## src/rtl/div_restore_seq.sv

```systemverilog
// Purpose: multi-cycle unsigned restoring divider driving an external shared subtractor.
// Latency: WIDTH+1 clocks from accepted start to the done pulse; 1 clock when the divisor is zero.
// Backpressure: none; start is sampled only in IDLE, and results are held until the next done.
//
// Ports:
//   clk, rst_n                clock, asynchronous active-low reset
//   start, dividend, divisor  request and operands (sampled together in IDLE)
//   busy, done, div_zero      status: iterating, one-cycle result pulse, last op divided by zero
//   quotient, remainder       registered results, updated only as done rises
//   sub_a, sub_b, sub_en      trial remainder / divisor / enable towards the subtractor
//   sub_diff, sub_borrow      difference and borrow returned by the subtractor
module div_restore_seq #(
  parameter int WIDTH = 8
) (
  input  logic             clk,
  input  logic             rst_n,
  input  logic             start,
  input  logic [WIDTH-1:0] dividend,
  input  logic [WIDTH-1:0] divisor,
  output logic             busy,
  output logic             done,
  output logic             div_zero,
  output logic [WIDTH-1:0] quotient,
  output logic [WIDTH-1:0] remainder,
  output logic [WIDTH-1:0] sub_a,
  output logic [WIDTH-1:0] sub_b,
  output logic             sub_en,
  input  logic [WIDTH-1:0] sub_diff,
  input  logic             sub_borrow
);

  localparam int CW = (WIDTH > 2) ? $clog2(WIDTH) : 1;

  typedef enum logic [1:0] {
    S_IDLE = 2'd0,
    S_RUN  = 2'd1,
    S_DONE = 2'd2
  } state_t;

  state_t           r_state, w_state_nxt;
  logic [WIDTH-1:0] r_rem,   w_rem_nxt;
  logic [WIDTH-1:0] r_q,     w_q_nxt;
  logic [WIDTH-1:0] r_d,     w_d_nxt;
  logic [CW-1:0]    r_cnt,   w_cnt_nxt;
  logic [WIDTH-1:0] r_quot,  w_quot_nxt;
  logic [WIDTH-1:0] r_remo,  w_remo_nxt;
  logic             r_dz,    w_dz_nxt;

  logic [WIDTH-1:0] w_shift;
  logic             w_take;
  logic [WIDTH-1:0] w_rem_iter;
  logic [WIDTH-1:0] w_q_iter;
  logic             w_run;

  // Shift the next dividend bit into the partial remainder.
  assign w_shift    = {r_rem[WIDTH-2:0], r_q[WIDTH-1]};
  // If the bit shifted out of R was set, the true shifted value is >= 2^WIDTH,
  // so it always exceeds D; the borrow of the WIDTH-bit subtract is then
  // meaningless, but the low WIDTH bits of the difference are still exact.
  assign w_take     = r_rem[WIDTH-1] | ~sub_borrow;
  assign w_rem_iter = w_take ? sub_diff : w_shift;
  assign w_q_iter   = {r_q[WIDTH-2:0], w_take};

  assign w_run      = (r_state == S_RUN);
  assign busy       = w_run;
  assign done       = (r_state == S_DONE);
  assign sub_en     = w_run;
  assign sub_a      = w_run ? w_shift : '0;
  assign sub_b      = w_run ? r_d     : '0;
  assign quotient   = r_quot;
  assign remainder  = r_remo;
  assign div_zero   = r_dz;

  always_ff @(posedge clk or negedge rst_n) begin
    if (!rst_n) begin
      r_state <= S_IDLE;
      r_rem   <= '0;
      r_q     <= '0;
      r_d     <= '0;
      r_cnt   <= '0;
      r_quot  <= '0;
      r_remo  <= '0;
      r_dz    <= 1'b0;
    end else begin
      r_state <= w_state_nxt;
      r_rem   <= w_rem_nxt;
      r_q     <= w_q_nxt;
      r_d     <= w_d_nxt;
      r_cnt   <= w_cnt_nxt;
      r_quot  <= w_quot_nxt;
      r_remo  <= w_remo_nxt;
      r_dz    <= w_dz_nxt;
    end
  end

  always_comb begin
    w_state_nxt = r_state;
    w_rem_nxt   = r_rem;
    w_q_nxt     = r_q;
    w_d_nxt     = r_d;
    w_cnt_nxt   = r_cnt;
    w_quot_nxt  = r_quot;
    w_remo_nxt  = r_remo;
    w_dz_nxt    = r_dz;
    case (r_state)
      S_IDLE: begin
        if (start) begin
          w_rem_nxt = '0;
          w_q_nxt   = dividend;
          w_d_nxt   = divisor;
          w_cnt_nxt = '0;
          if (divisor == '0) begin
            // Division by zero bypasses iteration entirely.
            w_quot_nxt  = '1;
            w_remo_nxt  = dividend;
            w_dz_nxt    = 1'b1;
            w_state_nxt = S_DONE;
          end else begin
            w_state_nxt = S_RUN;
          end
        end
      end
      S_RUN: begin
        w_rem_nxt = w_rem_iter;
        w_q_nxt   = w_q_iter;
        w_cnt_nxt = r_cnt + CW'(1);
        if (r_cnt == CW'(WIDTH - 1)) begin
          w_quot_nxt  = w_q_iter;
          w_remo_nxt  = w_rem_iter;
          w_dz_nxt    = 1'b0;
          w_state_nxt = S_DONE;
        end
      end
      S_DONE: begin
        w_state_nxt = S_IDLE;
      end
      default: begin
        w_state_nxt = S_IDLE;
      end
    endcase
  end

endmodule

```

## config.mk

```make
export PLATFORM = sky130hd
export DESIGN_NAME = div_restore_seq
export DESIGN_NICKNAME = d
export VERILOG_FILES = /design/src/rtl/div_restore_seq.sv
export SDC_FILE = /design/constraint.sdc
export NUM_CORES = 1
export LEC_CHECK = 0
export CAP_MARGIN = 10
export CORE_MARGIN = 2
export CORE_UTILIZATION = 43
export CTS_BUF_LIST = sky130_fd_sc_hd__clkbuf_16
export CTS_CLUSTER_SIZE = 12
export DETAILED_ROUTE_END_ITERATION = 6
export PLACE_DENSITY = 0.76
export SLEW_MARGIN = 20
export SYNTH_ARGS = -nofsm -noshare
export SYNTH_HDL_FRONTEND = slang
export SYNTH_SLANG_ARGS = --single-unit
```

## constraint.sdc

```tcl
create_clock -name clk -period 1.8 [get_ports clk]
set_clock_uncertainty 0.1 [all_clocks]
set_input_delay 0.27 -clock clk [delete_from_list [all_inputs] [get_ports clk]]
set_output_delay 0.27 -clock clk [all_outputs]
set_load 0.005 [all_outputs]
```

; ---- Word-level counts from Yosys, hierarchy flattened
; Index checks and enable logic that the tools add are counted.
[totals]
ff_bits = 46
latch_bits = 0
ram_bits = 0
mem_bits_ro = 0
inputBits = 28
out_inout_bits = 36
elab_cells = 49
mem_count = 0
[classes]
addsub = 1
mul = 0
div_mod_pow = 0
magnitude_cmp = 0
eq_ne = 6
n_shift = 0
n_mux = 25
bitwise_logic = 2
reduce_logical = 7
[op_table]
columns = cell, count
row1 = $mux 8, 11
row2 = $pmux 8 s2, 4
row3 = $logic_not 8->1, 1
row4 = $mux 2, 3
row5 = $pmux 3 s2, 1
row6 = $reduce_and 2->1, 3
row7 = $ne 2x2->1 const B, 2
row8 = $pmux 2 s2, 1
row9 = $reduce_and 4->1, 1
row10 = $add 3x1->3 const B, 1
row11 = $eq 3x3->1 const B, 1
row12 = $mux 1, 3
row13 = $mux 3, 1
row14 = $eq 2x1->1 const B, 1
row15 = $eq 2x2->1 const B, 1
row16 = $logic_not 2->1, 1
row17 = $ne 2x1->1 const B, 1
row18 = $pmux 1 s2, 1
row19 = $reduce_bool 2->1, 1
row20 = $not 1->1, 1
row21 = $or 1x1->1, 1

; ---- Longest topological paths before layout
[depth]
word_depth = 5
mapped_depth = 7

; ---- Worst setup path before layout
; Ideal clock, no wire load.
[synth_timing]
kind = register to register
startpoint = reg r_state[1]
endpoint = reg r_dz, in the netlist div_zero
setup_ns = 0.118
arrival_time_ns = 1.629
required_time_ns = 1.582
slack_ns = -0.047
stages_incl_launch_ff = 7
cell_sequence = dfrtp_1 -> or3b_1 -> buf_6 -> o31a_1 -> buf_6 -> buf_8 -> a21o_1
[synth_between]
elab_chain_cells = 3
[synth_lines]
columns = element, line
row1 = start: declaration, 40  ; state_t r_state, w_state_nxt;
row2 = start signal: assignment, 85  ; r_state <= w_state_nxt;
row3 = $eq 2x1->1 / $logic_not 2->1 (equally long branches), 105  ; case (r_state)
row4 = $ne 2x1->1 (no source line) (tied with other cells), --
row5 = $reduce_and 4->1 (no source line), --
row6 = end signal: assignment, 92  ; r_dz <= w_dz_nxt;
row7 = end: declaration, 47  ; logic r_dz, w_dz_nxt;
; Parallel ways exist; a longest one is shown, timed or not.
; A chain may end at the register's enable or synchronous reset.

; ---- Final worst setup path
[layout_timing]
startpoint = reg r_state[1]
endpoint = reg r_remo[7], in the netlist remainder[7]
[layout_between]
elab_chain_cells = 3
[layout_lines]
columns = element, line
row1 = $eq 2x1->1 / $logic_not 2->1 (equally long branches), 105
row2 = $ne 2x1->1 (no source line) (tied with other cells), --
row3 = $reduce_and 4->1 (no source line), --
row4 = end signal: assignment, 91  ; r_remo <= w_remo_nxt;
row5 = end: declaration, 46  ; logic [WIDTH-1:0] r_remo, w_remo_nxt;
; Parallel ways exist; a longest one is shown, timed or not.

==> run metrics <==
fin crit share=1.03; core outline area=5110 µm²; post-detailed-routing wire length=6650 µm; status=finished with violations; maximum number of pins on one net before global-route repair=47; clock latency reported for the late side of the worst-skew pair=0.29 ns; number of buffers added on ports=63; Post-synth EDFFs=0; final critical delay including setup and external delays=1.85 ns; Crit. End Element=flop; Post-Synthesis Cells=244; Detailed Place HPWL=4010 µm; final setup margin=-0.0499 ns; Seq/Total Area, Yosys=0.504; Peak supply drop=0.805 mV; TritonCTS clock tree=done; dpl cells=376; most instantiated flip-flop cell in the synthesis netlist=sky130_fd_sc_hd__dfrtp_1; share of Yosys cell area claimed by the top area cell type=0.504; leading cell type by number of instances after synthesis=sky130_fd_sc_hd__dfrtp_1; net count of the finished layout=349; count of unresolved DRC violations after routing=0; Power Internal=3.72 mW; crit-path max cell delay=0.40 ns; Switching Fraction=0.358; number of failing hold endpoints at the final stage=0; kind of launch point of the worst setup path=flop; wire length of the first global-routing pass=10,100 µm; drt pass-1 iters=4; fraction of registers with async set or reset after synthesis=1.00; LEAKAGE=1.74 nW; final cell count without fillers=390; relative max-transition margin=0.602; cell area after layout=3490 µm²; num rows=26; Total Routing Usage GR=0.211; via/cell ratio=5.49; Fmax=0.541 GHz; Unique masters post-synth=32; global route overflow=0; mean cell area of the mapped netlist=9.35 µm²; Die Area=5910 µm²; Worst Hold Path Cells=3; area after detailed placement=3070 µm²; CTS H-tree depth=2; antenna-violating nets left=0; maximum fanout count along the critical path=4; relative contribution of combinational cells to total power=0.482; CP max-delay cell=sky130_fd_sc_hd__dfrtp_1; vias in the first global route=2,045; I/O pin total=64; number of sinks on the clock net=46; total power per unit cell area=1660 nW/µm²; CTS max path bufs=2; leading area contributor after synthesis=sky130_fd_sc_hd__dfrtp_1; average wire per cell in the routed design=17.1 µm; initial DRC count=181; gpl congestion=0.830; power dissipated by switching net loads=2.07 mW; number of buffers added by the clock tree synthesis step=5; layout cells sized above 1=0.247; critical path cell sequence=buf_6 -> or3b_4 -> o31a_4 -> clkbuf_16 -> o31ai_2; net count of the mapped netlist=274; final antenna diode count=0; Die X-Extent=76.9 µm; Worst EP required=1.90 ns; measured slew at the worst slew-check pin=0.597 ns; ranking of synthesized cells by area=sky130_fd_sc_hd__dfrtp_1 (50%), sky130_fd_sc_hd__nand2_1 (7.2%), sky130_fd_sc_hd__and2_1 (4.4%), sky130_fd_sc_hd__mux2i_1 (4.4%), sky130_fd_sc_hd__o311ai_0 (3.1%); count of warnings emitted by yosys=0; final number of setup-violating endpoints=7; MaxCap Viol Count=0; CTS clk-pin slew, worst paths=0.07 ns; Via Count=2,141; Slew Limit Fails=0; most common library cells after synthesis=sky130_fd_sc_hd__dfrtp_1 (46), sky130_fd_sc_hd__nand2_1 (44), sky130_fd_sc_hd__and2_1 (16), sky130_fd_sc_hd__nor2_1 (16), sky130_fd_sc_hd__clkbuf_1 (13); synthesized flop and latch total=46; clock tree root buffer cell=sky130_fd_sc_hd__clkbuf_16; RSZ-0062 raised after global routing=true; part of the power in registers=0.312; Die Ht=76.9 µm; antenna violations before repair=0; failing checks=negative setup slack; synthesis-to-layout area growth=53.0%; initial cell density of the core=0.447; startpoint-to-endpoint class of the critical path=flop to flop; worst-case reg-to-reg path depth=5; clock share of power=0.206; Synth Cell Area=2280 µm²; worst hold path class=primary input to flop; data arrival time of the critical path=1.95 ns
[power by group through the flow]
stage	registers, mW	logic (mW)	clock network (mW)
after floorplan	1.73	1.28	0
after global placement	1.75	2.47	0
after detailed placement	1.77	2.52	0
after CTS	1.77	2.56	1.20
after global routing	1.86	3.06	1.26
final	1.81	2.79	1.20
[per-layer routing]
layer / vias to the layer above / global-route usage / wire [µm]
met1: 1052 / 0.292 / 2840
li1: 997 / - / -
met5: - / 0 / 0
met4: 0 / 0.0527 / 157
met3: 14 / 0.0400 / 331
met2: 78 / 0.343 / 3320
[worst paths after layout]
check	start	endpoint	slack, ns
hold / removal	divisor[6]	r_d[6]	0.14
setup / recovery	r_state[1]	remainder[7]	-0.05
min in group asynchronous	rst_n	r_d[6]	0.51
hold reg to reg	r_d[6]	r_d[6]	0.37
max in group asynchronous	rst_n	r_state[0]	0.66
setup reg to reg	r_state[1]	remainder[7]	-0.05
[worst max-delay path, delay by kind of cell (launching register included)]
family                 cells  cell delay, ns
and+or+nand+nor            1            0.39
AOI/OAI and AO/OA          2            0.57
buffers and inverters      2            0.30
DFF                        1            0.40
[cells in the final DEF, fill, tap and decap left out, types with 5 or more instances in the layout]
cell type                         Yosys  final
sky130_fd_sc_hd__nand3_1             10     10
sky130_fd_sc_hd__nor2_1              16     16
sky130_fd_sc_hd__and2_4               0      5
sky130_fd_sc_hd__mux2i_1             10     10
sky130_fd_sc_hd__inv_1               10     10
sky130_fd_sc_hd__o21ai_0             10     10
sky130_fd_sc_hd__and3b_1              7      7
sky130_fd_sc_hd__clkdlybuf4s50_1      0     35
sky130_fd_sc_hd__dfrtp_1             46     45
sky130_fd_sc_hd__clkbuf_16            0      7
sky130_fd_sc_hd__a211oi_1             7      7
sky130_fd_sc_hd__a31oi_1              8      8
sky130_fd_sc_hd__a21oi_1              7      7
sky130_fd_sc_hd__buf_4                1     17
sky130_fd_sc_hd__buf_2                0     17
sky130_fd_sc_hd__and2_1              16     11
sky130_fd_sc_hd__nand2_1             44     44
sky130_fd_sc_hd__dlygate4sd2_1        0      7
[final cells by class]
type | count | area, µm²
Tap cell | 70 | 87.6
Multi-Input combinational cell | 167 | 1190
Fill cell | 388 | 1620
Timing Repair Buffer | 88 | 825
Clock buffer | 5 | 125
Clock inverter | 3 | 68.8
Inverter | 11 | 43.8
Sequential cell | 46 | 1150
[flip-flops by register name, summed over array words and instances, names as in the netlist]
name	cells
div_zero	1
r_cnt	3
r_q	8
quotient	8
r_state	2
r_d	8
r_rem	8
remainder	8
[timing repair]
| item | CTS | global route |
|---|---|---|
| pin swaps | 1 | 8 |
| hold buffers | 1 | 0 |
| cloned | 1 | 3 |
| setup endpoints to repair | 36 | 22 |
| resized for setup | 86 | 36 |
| endpoints found under the hold margin | 45 | 0 |
| setup buffers | 2 | 0 |
[metrics by stage]
step	util	worst slack [ns]	setup TNS [ns]	hold slack [ns]	power [mW]
floorplan	-	0.0141	0	-0.126	3.01
global placement	0.601	-0.379	-7.04	0.294	4.22
detailed placement	0.601	-0.416	-7.50	0.293	4.30
CTS	0.644	-0.0264	-0.122	0.242	5.53
global route	0.683	-0.110	-0.682	0.159	6.18
finish	0.683	-0.0499	-0.223	0.136	5.79
[cell families after synthesis]
family	count (synthesis)	synth area share
DFF	46	0.504
adders and majority gates	2	0.0110
muxes	10	0.0439
and+or+nand+nor	103	0.224
buffers and inverters	31	0.0641
AOI/OAI and AO/OA	52	0.153
Note: power is estimated with default switching activity, not from simulation.
